--- src/rtl/aibcr3_tx_pkg.sv ---
// Shared types and constants for the AIB TX digital sequencer: mode/state encodings, PRBS7 constants.
package aibcr3_tx_pkg;

  typedef enum logic [2:0] {
    ModeDis    = 3'b000,
    ModeAsync  = 3'b001,
    ModeDdr    = 3'b010,
    ModeClkfwd = 3'b011,
    ModeSdr    = 3'b100
  } tx_mode_e;

  typedef enum logic [1:0] {
    StDis,
    StQuiesce,
    StActive
  } tx_state_e;

  localparam logic [6:0] Prbs7Seed = 7'h7F;
  // x^7 + x^6 + 1: feedback is the parity of state bits 6 and 5
  localparam logic [6:0] Prbs7Taps = 7'b110_0000;

  // Unused encodings fall back to disabled so a bad strap never drives the pad.
  function automatic tx_mode_e decode_mode(input logic [2:0] raw);
    tx_mode_e mode;
    case (raw)
      3'b001:  mode = ModeAsync;
      3'b010:  mode = ModeDdr;
      3'b011:  mode = ModeClkfwd;
      3'b100:  mode = ModeSdr;
      default: mode = ModeDis;
    endcase
    return mode;
  endfunction

  function automatic logic [6:0] prbs7_step(input logic [6:0] state);
    return {state[5:0], ^(state & Prbs7Taps)};
  endfunction

endpackage

--- src/rtl/aibcr3_txdig_seq_if.sv ---
// Core-side control/data bundle and pad-side outputs of the AIB TX sequencer.
interface aibcr3_txdig_seq_if;

  logic [2:0] itxen;
  logic       idat0;
  logic       idat1;
  logic       idat_async;
  logic       itx_prbs_en;
  logic       tx_dat;
  logic       tx_oe;
  logic       tx_active;
  logic [2:0] tx_mode;

  modport master (
    output itxen, idat0, idat1, idat_async, itx_prbs_en,
    input  tx_dat, tx_oe, tx_active, tx_mode
  );

  modport slave (
    input  itxen, idat0, idat1, idat_async, itx_prbs_en,
    output tx_dat, tx_oe, tx_active, tx_mode
  );

endinterface

--- src/rtl/aibcr3_txdig_prbs7.sv ---
// Two-bit-per-cycle PRBS7 source; only built when AIBCR3_TX_PRBS_EN is defined.
`ifdef AIBCR3_TX_PRBS_EN
module aibcr3_txdig_prbs7
  import aibcr3_tx_pkg::*;
(
  input  logic clk_i,
  input  logic rst_ni,
  input  logic en_i,
  output logic bit0_o,
  output logic bit1_o
);

  logic [6:0] lfsr_q;
  logic [6:0] lfsr_cur;
  logic [6:0] lfsr_mid;
  logic [6:0] lfsr_nxt;
  logic       en_q;

  // A rising enable restarts the sequence from the seed in the same cycle.
  assign lfsr_cur = (en_i && !en_q) ? Prbs7Seed : lfsr_q;
  assign lfsr_mid = prbs7_step(lfsr_cur);
  assign lfsr_nxt = prbs7_step(lfsr_mid);
  assign bit0_o   = lfsr_mid[0];
  assign bit1_o   = lfsr_nxt[0];

  always_ff @(posedge clk_i or negedge rst_ni) begin
    if (!rst_ni) begin
      lfsr_q <= Prbs7Seed;
      en_q   <= 1'b0;
    end else begin
      en_q <= en_i;
      if (en_i) begin
        lfsr_q <= lfsr_nxt;
      end
    end
  end

endmodule
`endif

--- src/rtl/aibcr3_txdig_seq.sv ---
// AIB TX pad sequencer: mode decode, quiesce-before-activate FSM, DDR/SDR/CLKFWD/ASYNC launch.
// Optional PRBS7 data source under `define AIBCR3_TX_PRBS_EN.
module aibcr3_txdig_seq
  import aibcr3_tx_pkg::*;
#(
  parameter int unsigned QUIESCE_CYC = 4
) (
  input logic               iclkin_dist,
  input logic               irstb,
  input logic               ipadrstb,
  aibcr3_txdig_seq_if.slave bus
);

  localparam int unsigned CNT_W = $clog2(QUIESCE_CYC + 1);
  localparam logic [CNT_W-1:0] CntLoad = CNT_W'(QUIESCE_CYC);
  localparam logic [CNT_W-1:0] CntOne  = CNT_W'(1);

  tx_state_e        state_q, state_d;
  tx_mode_e         tx_mode_q, tx_mode_d;
  tx_mode_e         pend_q, pend_d;
  tx_mode_e         mode_dec;
  logic [CNT_W-1:0] cnt_q, cnt_d;

  logic src0, src1;
  logic d0_d, d1_d;
  logic d0_q, d1_q;
  logic l0_q, l1_hold_q, l1_q;
  logic tx_dat, tx_oe, tx_active;

  assign mode_dec = ipadrstb ? decode_mode(bus.itxen) : ModeDis;

  // ---------------------------------------------------------------- FSM
  always_ff @(posedge iclkin_dist or negedge irstb) begin
    if (!irstb) begin
      state_q   <= StDis;
      tx_mode_q <= ModeDis;
      pend_q    <= ModeDis;
      cnt_q     <= '0;
    end else begin
      state_q   <= state_d;
      tx_mode_q <= tx_mode_d;
      pend_q    <= pend_d;
      cnt_q     <= cnt_d;
    end
  end

  always_comb begin
    state_d   = state_q;
    tx_mode_d = tx_mode_q;
    pend_d    = pend_q;
    cnt_d     = cnt_q;
    unique case (state_q)
      StDis: begin
        if (mode_dec != ModeDis) begin
          state_d = StQuiesce;
          cnt_d   = CntLoad;
          pend_d  = mode_dec;
        end
      end
      StQuiesce: begin
        if (mode_dec == ModeDis) begin
          state_d   = StDis;
          tx_mode_d = ModeDis;
          cnt_d     = '0;
        end else if (mode_dec != pend_q) begin
          // Mode moved while quiescing: the full window restarts for the new mode.
          cnt_d  = CntLoad;
          pend_d = mode_dec;
        end else if (cnt_q == CntOne) begin
          state_d   = StActive;
          tx_mode_d = pend_q;
          cnt_d     = '0;
        end else begin
          cnt_d = cnt_q - CntOne;
        end
      end
      StActive: begin
        if (mode_dec == ModeDis) begin
          state_d   = StDis;
          tx_mode_d = ModeDis;
        end else if (mode_dec != tx_mode_q) begin
          state_d = StQuiesce;
          cnt_d   = CntLoad;
          pend_d  = mode_dec;
        end
      end
      default: begin
        state_d   = StDis;
        tx_mode_d = ModeDis;
      end
    endcase
  end

  always_comb begin
    tx_oe     = (state_q != StDis);
    tx_active = (state_q == StActive);
    tx_dat    = 1'b0;
    if (state_q == StActive) begin
      if (tx_mode_q == ModeAsync) begin
        tx_dat = bus.idat_async;
      end else begin
        tx_dat = iclkin_dist ? l0_q : l1_q;
      end
    end
  end

  assign bus.tx_dat    = tx_dat;
  assign bus.tx_oe     = tx_oe;
  assign bus.tx_active = tx_active;
  assign bus.tx_mode   = tx_mode_q;

  // ---------------------------------------------------------------- data source
`ifdef AIBCR3_TX_PRBS_EN
  logic prbs0, prbs1, prbs_sel;

  aibcr3_txdig_prbs7 u_prbs7 (
    .clk_i  (iclkin_dist),
    .rst_ni (irstb),
    .en_i   (bus.itx_prbs_en),
    .bit0_o (prbs0),
    .bit1_o (prbs1)
  );

  assign prbs_sel = bus.itx_prbs_en && ((tx_mode_d == ModeDdr) || (tx_mode_d == ModeSdr));
  assign src0     = prbs_sel ? prbs0 : bus.idat0;
  assign src1     = prbs_sel ? prbs1 : bus.idat1;
`else
  logic unused_prbs_en;
  assign unused_prbs_en = bus.itx_prbs_en;
  assign src0           = bus.idat0;
  assign src1           = bus.idat1;
`endif

  // ---------------------------------------------------------------- data path
  // Capture only when the next state is ACTIVE, so stale data never reaches the pad.
  always_comb begin
    d0_d = 1'b0;
    d1_d = 1'b0;
    if (state_d == StActive) begin
      case (tx_mode_d)
        ModeDdr: begin
          d0_d = src0;
          d1_d = src1;
        end
        ModeSdr: begin
          d0_d = src0;
          d1_d = src0;
        end
        ModeClkfwd: begin
          d0_d = 1'b1;
          d1_d = 1'b0;
        end
        default: begin
          d0_d = 1'b0;
          d1_d = 1'b0;
        end
      endcase
    end
  end

  always_ff @(posedge iclkin_dist or negedge irstb) begin
    if (!irstb) begin
      d0_q      <= 1'b0;
      d1_q      <= 1'b0;
      l0_q      <= 1'b0;
      l1_hold_q <= 1'b0;
    end else begin
      d0_q      <= d0_d;
      d1_q      <= d1_d;
      l0_q      <= d0_q;
      l1_hold_q <= d1_q;
    end
  end

  // d1 must survive past the next posedge to reach the low phase of the following cycle.
  always_ff @(negedge iclkin_dist or negedge irstb) begin
    if (!irstb) begin
      l1_q <= 1'b0;
    end else begin
      l1_q <= l1_hold_q;
    end
  end

endmodule

--- src/flat_wrapper.sv ---
// flat-port wrapper written by rule: the top's interface ports become plain ports
module aibcr3_txdig_seq_flat import aibcr3_tx_pkg::*;
#(
  parameter int unsigned QUIESCE_CYC = 4
)
  (iclkin_dist, irstb, ipadrstb, bus_itxen, bus_idat0, bus_idat1, bus_idat_async, bus_itx_prbs_en, bus_tx_dat, bus_tx_oe, bus_tx_active, bus_tx_mode);
  aibcr3_txdig_seq_if bus_i ();
  input logic iclkin_dist;
  input logic irstb;
  input logic ipadrstb;
  input wire logic [$bits(bus_i.itxen)-1:0] bus_itxen;
  input wire logic [$bits(bus_i.idat0)-1:0] bus_idat0;
  input wire logic [$bits(bus_i.idat1)-1:0] bus_idat1;
  input wire logic [$bits(bus_i.idat_async)-1:0] bus_idat_async;
  input wire logic [$bits(bus_i.itx_prbs_en)-1:0] bus_itx_prbs_en;
  output wire logic [$bits(bus_i.tx_dat)-1:0] bus_tx_dat;
  output wire logic [$bits(bus_i.tx_oe)-1:0] bus_tx_oe;
  output wire logic [$bits(bus_i.tx_active)-1:0] bus_tx_active;
  output wire logic [$bits(bus_i.tx_mode)-1:0] bus_tx_mode;
  assign bus_i.itxen = bus_itxen;
  assign bus_i.idat0 = bus_idat0;
  assign bus_i.idat1 = bus_idat1;
  assign bus_i.idat_async = bus_idat_async;
  assign bus_i.itx_prbs_en = bus_itx_prbs_en;
  assign bus_tx_dat = bus_i.tx_dat;
  assign bus_tx_oe = bus_i.tx_oe;
  assign bus_tx_active = bus_i.tx_active;
  assign bus_tx_mode = bus_i.tx_mode;
  aibcr3_txdig_seq #(.QUIESCE_CYC(QUIESCE_CYC)) u_core (.iclkin_dist(iclkin_dist), .irstb(irstb), .ipadrstb(ipadrstb), .bus(bus_i));
endmodule
--- config.mk ---
export PLATFORM = sky130hd
export DESIGN_NAME = aibcr3_txdig_seq_flat
export DESIGN_NICKNAME = d
export VERILOG_FILES = /design/src/rtl/aibcr3_tx_pkg.sv /design/src/rtl/aibcr3_txdig_seq_if.sv /design/src/rtl/aibcr3_txdig_prbs7.sv /design/src/rtl/aibcr3_txdig_seq.sv /design/src/flat_wrapper.sv
export SDC_FILE = /design/constraint.sdc
export NUM_CORES = 1
export LEC_CHECK = 0
export CORE_MARGIN = 2
export CORE_UTILIZATION = 38
export DETAILED_ROUTE_END_ITERATION = 8
export PLACE_DENSITY = 0.67
export SLEW_MARGIN = 20
export SYNTH_ARGS = -nofsm -noshare
export SYNTH_HDL_FRONTEND = slang
export SYNTH_SLANG_ARGS = --single-unit
export TNS_END_PERCENT = 1
--- constraint.sdc ---
create_clock -name iclkin_dist -period 5 [get_ports iclkin_dist]
set_input_delay 1.5 -clock iclkin_dist [delete_from_list [all_inputs] [get_ports iclkin_dist]]
set_output_delay 1.5 -clock iclkin_dist [all_outputs]
set_load 0.01 [all_outputs]
==> impl_metrics.tcl, run 1 <==
set metrics [dict create \
    slew-limit-headroom_pct 64.9 \
    multiInputGateArea_um2 546 \
    yosysWarnings 0 \
    violations "negative setup slack" \
    ant_nets 0 \
    p_per_area_nw_per_um2 278 \
    worst-path-max-fanout 1 \
    hold_path_class "register to register" \
    vias 841 \
    core-area_um2 2480 \
    rsz0062_at_grt "yes" \
    grt.total_usage_pct 16.9 \
    synthCells 102 \
    min_path_cells 0 \
    fin_skew_ns 0.0116 \
    hold_viol 0 \
    diodes 0 \
    synth_xor_xnor_area_share_pct 3.52 \
    synth-seq-area-share_pct 40.3 \
    crit_type "register to output pin" \
    final_nets 135 \
    worstPathRequired_ns 3.50 \
    grt-ovfl-total 0 \
    clkSlewWorstSetupHoldPaths_ns 0.09 \
    ios 16 \
    clk_latency_ns 0.40 \
    synth_compound_gate_area_share_pct 21.4 \
    seq_area_um2 400 \
    syn_avg_cell_area_um2 9.75 \
    cts_tree "yes" \
    synth_nets 114 \
    yosysTopAreaCellShare_pct 37.7 \
    fin_ws_ns -0.216 \
    synthAdderAreaFrac_pct 3.65 \
    power.total_mw 0.338 \
    worst_slew_pin_slew_ns 0.521 \
    postCtsSetupRepairBufs 0 \
    max-cap-violations 0 \
    synth_area_um2 995 \
    synth_top_family_by_area "simple AND/OR/NAND/NOR gates" \
    gp_congestion 0.857 \
    rows 18 \
    wirelength_mm 2.18 \
    synth_mux_area_share_pct 4.15 \
    drtIter0Drc 24 \
    start_util_pct 40.2 \
    reg2reg_depth 0 \
    hpwl_mm 1.58 \
    yosys_register_bits 16 \
    die_x_um 55.2 \
    grt_pass1_wl_mm 3.48 \
    synth_top_cell_by_area "dfrtp_1" \
    grt_pass1_vias 794 \
    dieArea_um2 3040 \
    drt_first_pass_iters 4 \
    status "complete, but fails checks" \
    drc 0 \
    place_inst 145 \
    portBuffers 14 \
    grt_max_degree 16 \
    synthSimpleGateAreaFrac_pct 22.1 \
    setup_viol 1 \
    synthDistinctLibCells 42 \
    final.setup.tns_ns -0.216 \
    leakagePower_nw 0.527 \
    viasPerCell 5.53 \
    final_core_util_pct 49.0 \
    cp.arrival_ns 3.72 \
    drv_slew 0 \
    syn2layout_area_growth_pct 22.1 \
    fin_hold_ws_ns 0.355 \
    critPathCaptureType "output pin" \
    fill_cells 230 \
    wl_per_cell_um 14.3 \
    synth_area_leaders "dfrtp_1 38%, o22ai_1 3.1%, mux2i_1 3.0%" \
    stdcell_count 152 \
    antenna_found_initial 0 \
    start_kind "register" \
    die_y_um 55.2 \
    ir_worst_vdd_mv 0.167 \
    drive_gt1_share_pct 13.1 \
]
final cells by class:
cell class	count	share of cell area, %
sequential	16	33.0
tap	30	3.09
multi-input combinational	76	44.9
timing repair buffer	14	11.3
clock buffer	8	5.25
inverter	8	2.47
metal layers:
metal / vias to the layer above / GRT usage [%] / routed length [µm]
li1: 419 / - / -
met1: 389 / 19.8 / 940
met2: 30 / 26.6 / 1070
met3: 3 / 6.18 / 154
met4: 0 / 9.76 / 10
met5: - / 0 / 0
where the power goes:
group / leakage (nW) / internal, mW / total, mW / switching, mW
logic: 0.258 / 0.0313 / 0.0657 / 0.0343
registers: 0.219 / 0.137 / 0.147 / 0.00942
clock network: 0.0504 / 0.0737 / 0.126 / 0.0522
logic make-up after synthesis:
family,after synthesis
muxes,4
adders and majority gates,3
AOI/OAI and AO/OA,28
xor gates and xnor gates,4
buffers and inverters,10
DFF,16
and+or+nand+nor,37
registers in the layout, indices dropped and copies added (netlist names):
signal              flops
u_core.cnt_q            3
u_core.state_q          2
u_core.bus.tx_mode      3
u_core.pend_q           3
u_core.l1_q             1
u_core.l1_hold_q        1
u_core.d1_q             1
u_core.l0_q             1
u_core.d0_q             1
cell usage in the layout, fill, tap and decap left out, types with 2 or more instances in the layout:
cell type        synthesis  layout
nand2b_1                 3       3
clkbuf_4                 0       6
xor2_1                   2       2
nand4bb_1                2       2
nand2_1                  8       8
nand4b_1                 2       2
inv_1                    8       8
ha_1                     2       2
o22ai_1                  5       5
a21o_1                   2       2
nor2_1                   4       4
dfrtp_1                 15      15
nand3_1                  6       6
nor2b_1                  3       3
clkdlybuf4s50_1          0      13
o2111ai_1                3       3
mux2i_1                  3       3
and2_1                   3       3
o21ai_0                  5       4
xnor2_1                  2       2
critical path: stages, from the launching register on:
cell and delay, ns:
dfrtn_1 0.39, mux2i_1 0.07, o21ai_1 0.07, o311a_1 0.16, buf_2 0.12
cells in the mapped netlist, drive strengths merged:
library cell	count
dfrtp	15
inv	8
nand2	8
nand3	6
o21ai	6
o22ai	5
and2	4
nor2	4
mux2i	3
nand2b	3
nor2b	3
o2111ai	3
a211oi	2
a21o	2
buf	2
ha	2
nand4b	2
nand4bb	2
xnor2	2
xor2	2
a21oi	1
a221o	1
a221oi	1
a22o	1
and3	1
and4bb	1
dfrtn	1
maj3	1
mux2	1
nor3	1
o211ai	1
o21a	1
o221a	1
o221ai	1
o2bb2ai	1
o311a	1
or2	1
or3	1
final timing paths:
| kind | start | endpoint | slack [ns] |
|---|---|---|---|
| worst min-delay path | u_core.d0_q | u_core.l0_q | 0.36 |
| max in group asynchronous | irstb | u_core.l1_q | 1.23 |
| worst min register to register | u_core.d0_q | u_core.l0_q | 0.36 |
| worst max register to register | u_core.l1_hold_q | u_core.l1_q | 2.00 |
| worst max-delay path | u_core.l1_q | bus_tx_dat | -0.22 |
| min in group asynchronous | irstb | u_core.cnt_q[1] | 1.44 |
through the flow:
step	setup slack (ns)	cell area, µm²
CTS	-0.251	1210
finish	-0.216	1210
global route	-0.326	1210
floorplan	0.302	995
detailed placement	-0.164	1160
global placement	-0.162	1160
repair_timing:
item,CTS,global route
endpoints found under the hold margin,0,0
gates resized for setup,5,0
endpoints found under the setup margin,1,1
hold buffers,0,0
No activity file was read; power rests on OpenSTA's default activity.
==> inputs of run 2 (changes only) <==
--- a/config.mk
+++ b/config.mk
@@ -9,6 +9,7 @@
 export CORE_UTILIZATION = 38
 export DETAILED_ROUTE_END_ITERATION = 8
 export PLACE_DENSITY = 0.67
+export SKIP_CTS_REPAIR_TIMING = 1
 export SLEW_MARGIN = 20
 export SYNTH_ARGS = -nofsm -noshare
 export SYNTH_HDL_FRONTEND = slang
==> constraint.sdc (replaced) <==
create_clock -name iclkin_dist -period 5 [get_ports iclkin_dist]
set_input_delay 0.5 -clock iclkin_dist [delete_from_list [all_inputs] [get_ports iclkin_dist]]
set_output_delay 0.5 -clock iclkin_dist [all_outputs]
set_load 0.01 [all_outputs]
==> run 2 against run 1 <==
Against the previous run:
- the run now ends clean
- cell count unchanged
- global-route usage up 1.1 points
- utilization up 0.20 points
- clock power about the same
- largest power group unchanged
- flip-flop and latch count unchanged
- final area up 0.41%
==> impl_metrics.tcl, run 2 (synthesized netlist as in run 1, its figures left out) <==
set metrics [dict create \
    cts_tree "yes" \
    cp.arrival_ns 4.15 \
    hpwl_mm 1.62 \
    worst-path-max-fanout 1 \
    grt_pass1_wl_mm 3.73 \
    stdcell_count 152 \
    die_x_um 55.2 \
    die_y_um 55.2 \
    layout_commonest_cell "dfrtp_1" \
    vias 890 \
    start_kind "register" \
    ant_nets 0 \
    final_cell_mix "15 x dfrtp_1, 14 x clkdlybuf4s50_1, 8 x inv_1, 8 x nand2_1" \
    leakagePower_nw 0.525 \
    dieArea_um2 3040 \
    crit_type "register to output pin" \
    wirelength_mm 2.21 \
    core-area_um2 2480 \
    portBuffers 14 \
    viasPerCell 5.86 \
    hold_path_class "register to register" \
    gp_congestion 0.899 \
    grt_pass1_vias 839 \
    drive_gt1_share_pct 12.3 \
    start_util_pct 40.2 \
    diodes 0 \
    place_inst 145 \
    final.setup.tns_ns 0 \
    design_area_um2 1220 \
    p_per_area_nw_per_um2 277 \
    grt.total_usage_pct 18.0 \
    clkSlewWorstSetupHoldPaths_ns 0.09 \
    hold_viol 0 \
    setup_viol 0 \
    worstPathRequired_ns 4.50 \
    grt_max_degree 17 \
    fin_skew_ns 0.0105 \
    ios 16 \
    max-cap-violations 0 \
    power.total_mw 0.338 \
    worst_slew_pin_slew_ns 0.433 \
    drc 0 \
    rsz0062_at_grt "no" \
    syn2layout_area_growth_pct 22.6 \
    antenna_found_initial 0 \
    placed_cell_area_um2 1160 \
    rows 18 \
    status "complete, no violations" \
    slew-limit-headroom_pct 70.8 \
    grt-ovfl-total 0 \
    ir_worst_vdd_mv 0.182 \
    drt_first_pass_iters 4 \
    wl_per_cell_um 14.5 \
    clk_latency_ns 0.41 \
    rrSetupSlack_ns 2.00 \
    drtIter0Drc 39 \
    fin_hold_ws_ns 0.359 \
    final_nets 135 \
    critPathCaptureType "output pin" \
    drv_slew 0 \
]
==> run 2: worst paths after layout <==
path	from	endpoint	cells past startpoint
setup / recovery	u_core.l1_q	bus_tx_dat	4
hold / removal	u_core.d0_q	u_core.l0_q	0
setup reg to reg	u_core.l1_hold_q	u_core.l1_q	0
hold reg to reg	u_core.d0_q	u_core.l0_q	0
max in group asynchronous	irstb	u_core.l1_q	2
min in group asynchronous	irstb	u_core.cnt_q[2]	2
==> run 2: final cells by class <==
class                           instances  area [µm²]
Clock buffer                            8        68.8
Fill cell                             234        1260
Inverter                                8        30.0
Multi-Input combinational cell         76         546
Sequential cell                        16         400
Tap cell                               30        37.5
Timing Repair Buffer                   14         138
==> run 2: per-layer routing <==
layer | track usage, % | vias to the layer above | wire length (µm)
met5 | 0 | - | 0
met4 | 8.54 | 0 | 8
met3 | 6.18 | 2 | 170
met2 | 26.6 | 41 | 1060
met1 | 23.5 | 428 | 970
li1 | - | 419 | -
==> run 2: where the power goes <==
part	switching (mW)	internal, mW
Combinational	0.0349	0.0312
Sequential	0.00947	0.137
Clock	0.0520	0.0737
Total	0.0963	0.242
==> run 2: worst max-delay path, stage by stage (launching register included) <==
cell and delay, ns:
dfrtn_1 0.40, mux2i_1 0.06, o21ai_0 0.07, o311a_1 0.18
clkdlybuf4s50_1 0.53
==> run 2: per-stage QoR <==
step	setup slack (ns)	util [%]
6_report	0.346	49.2
5_1_grt	0.251	49.2
4_1_cts	0.317	49.2
3_5_place_dp	0.823	46.9
3_3_place_gp	0.841	46.9
2_1_floorplan	1.30	-
==> inputs of run 3 (changes only) <==
==> constraint.sdc (replaced) <==
create_clock -name iclkin_dist -period 5 [get_ports iclkin_dist]
set_input_delay 0.75 -clock iclkin_dist [delete_from_list [all_inputs] [get_ports iclkin_dist]]
set_output_delay 0.75 -clock iclkin_dist [all_outputs]
set_load 0.01 [all_outputs]
==> run 3 against run 2 <==
Against the previous run:
- non-clock buffer count stayed put
- hold slack hardly changed
- cell count stayed put
- clock power hardly changed
- die area stayed put
- utilization is 0.10 points higher
- flip-flop and latch count stayed put
- register-to-register slack hardly changed
- final area is 0.20% higher
- via count is 3.0% lower
- sequential power hardly changed
- critical path type unchanged
- critical endpoint unchanged
==> impl_metrics.tcl, run 3 (synthesized netlist as in run 1, its figures left out) <==
set metrics [dict create \
    status "complete, no violations" \
    hold_viol 0 \
    hpwl_mm 1.64 \
    r2r-start "u_core.l1_hold_q" \
    final_nets 135 \
    leakagePower_nw 0.544 \
    globalRouteMet2Util_pct 26.4 \
    start_kind "register" \
    place_inst 145 \
    switching_share_pct 28.5 \
    p_seq_share_pct 43.4 \
    setup_viol 0 \
    core-area_um2 2480 \
    ios 16 \
    drv_slew 0 \
    worst_slew_pin_slew_ns 0.466 \
    grt_pass1_wl_mm 3.73 \
    placed_cell_area_um2 1160 \
    rrSetupSlack_ns 2.00 \
    layout_commonest_cell "dfrtp_1" \
    clkSlewWorstSetupHoldPaths_ns 0.09 \
    portBuffers 14 \
    final_cell_mix "15 x dfrtp_1, 13 x clkdlybuf4s50_1, 8 x inv_1, 8 x nand2_1" \
    use_met1_pct 22.6 \
    grt.total_usage_pct 18.4 \
    fill_cells 229 \
    cp-startpoint "u_core.l1_q" \
    fin_hold_ws_ns 0.359 \
    drtIter0Drc 45 \
    p_int_mw 0.242 \
    max-cap-violations 0 \
    drt_first_pass_iters 4 \
    rsz0062_at_grt "no" \
    ant_nets 0 \
    fin_skew_ns 0.0120 \
    p_per_area_nw_per_um2 277 \
    crit_type "register to output pin" \
    die_x_um 55.2 \
    busiest_layer "met2" \
    clk_latency_ns 0.41 \
    hold_path_class "register to register" \
    syn2layout_area_growth_pct 22.9 \
    worstHoldStart "u_core.d0_q" \
    viasPerCell 5.68 \
    wirelength_mm 2.24 \
    die_y_um 55.2 \
    p_sw_mw 0.0965 \
    critPathCaptureType "output pin" \
    design_area_um2 1220 \
    slew-limit-headroom_pct 68.6 \
    grt-ovfl-total 0 \
    ir_worst_vdd_mv 0.187 \
    r2r_end "u_core.l1_q" \
    detailedPlace.worstSlack_ns 0.571 \
    cp-endpoint "bus_tx_dat" \
    cp.arrival_ns 3.77 \
    stdcell_count 152 \
    dieArea_um2 3040 \
    p_clk_share_pct 37.1 \
    reg2reg_depth 0 \
    fin_ws_ns 0.485 \
    gp_congestion 0.899 \
    met3_usage_pct 7.26 \
    wl_per_cell_um 14.7 \
    drive_gt1_share_pct 12.3 \
    worst-path-max-fanout 1 \
    worstPathRequired_ns 4.25 \
    cts_tree "yes" \
    antenna_found_initial 0 \
    p_comb_share_pct 19.4 \
    vias 863 \
    rows 18 \
    grt_pass1_vias 839 \
    start_util_pct 40.2 \
    drc 0 \
    diodes 0 \
    final.setup.tns_ns 0 \
    grt_max_degree 17 \
]
-- run 3: cell types whose count changed in the layout (fill, tap and decap cells not counted) --
cell and change:
clkdlybuf4s50_1 -1, dlymetal6s2s_1 +1
-- run 3: metrics by stage --
step	utilization, %	total power [mW]
6_report	49.3	0.339
5_1_grt	49.3	0.363
4_1_cts	49.2	0.343
3_5_place_dp	46.9	0.218
3_3_place_gp	46.9	0.215
2_1_floorplan	-	0.195
-- run 3: layer usage --
layer	wire length, µm	vias up
met5	0	-
met4	67	0
met3	165	8
met2	1010	40
met1	996	397
li1	-	418
-- run 3: worst min path at each step --
stage | cells after the start | endpoint
2_1_floorplan | 0 | u_core.l0_q
3_3_place_gp | 0 | u_core.l0_q
3_5_place_dp | 0 | u_core.l0_q
4_1_cts | 0 | u_core.l0_q
5_1_grt | 0 | u_core.l0_q
6_report | 0 | u_core.l0_q
-- run 3: final cells by class --
class	count	area, µm²	area share, %
Multi-Input combinational cell	76	546	44.6
Sequential cell	16	400	32.8
Timing Repair Buffer	14	138	11.3
Clock buffer	8	71.3	5.83
Tap cell	30	37.5	3.07
Inverter	8	30.0	2.46
-- run 3: critical path, stage by stage, from the launching register on --
cell	delay [ns]
dfrtn_1	0.40
mux2i_1	0.06
o21ai_0	0.07
o311a_1	0.18
dlymetal6s2s_1	0.15
-- run 3: power by group through the flow --
| stage | Sequential, mW | Clock (mW) | Combinational (mW) |
|---|---|---|---|
| 2_1_floorplan | 0.147 | 0.00304 | 0.0450 |
| 3_3_place_gp | 0.149 | 0.00304 | 0.0632 |
| 3_5_place_dp | 0.149 | 0.00304 | 0.0651 |
| 4_1_cts | 0.147 | 0.131 | 0.0656 |
| 5_1_grt | 0.148 | 0.142 | 0.0729 |
| 6_report | 0.147 | 0.126 | 0.0658 |
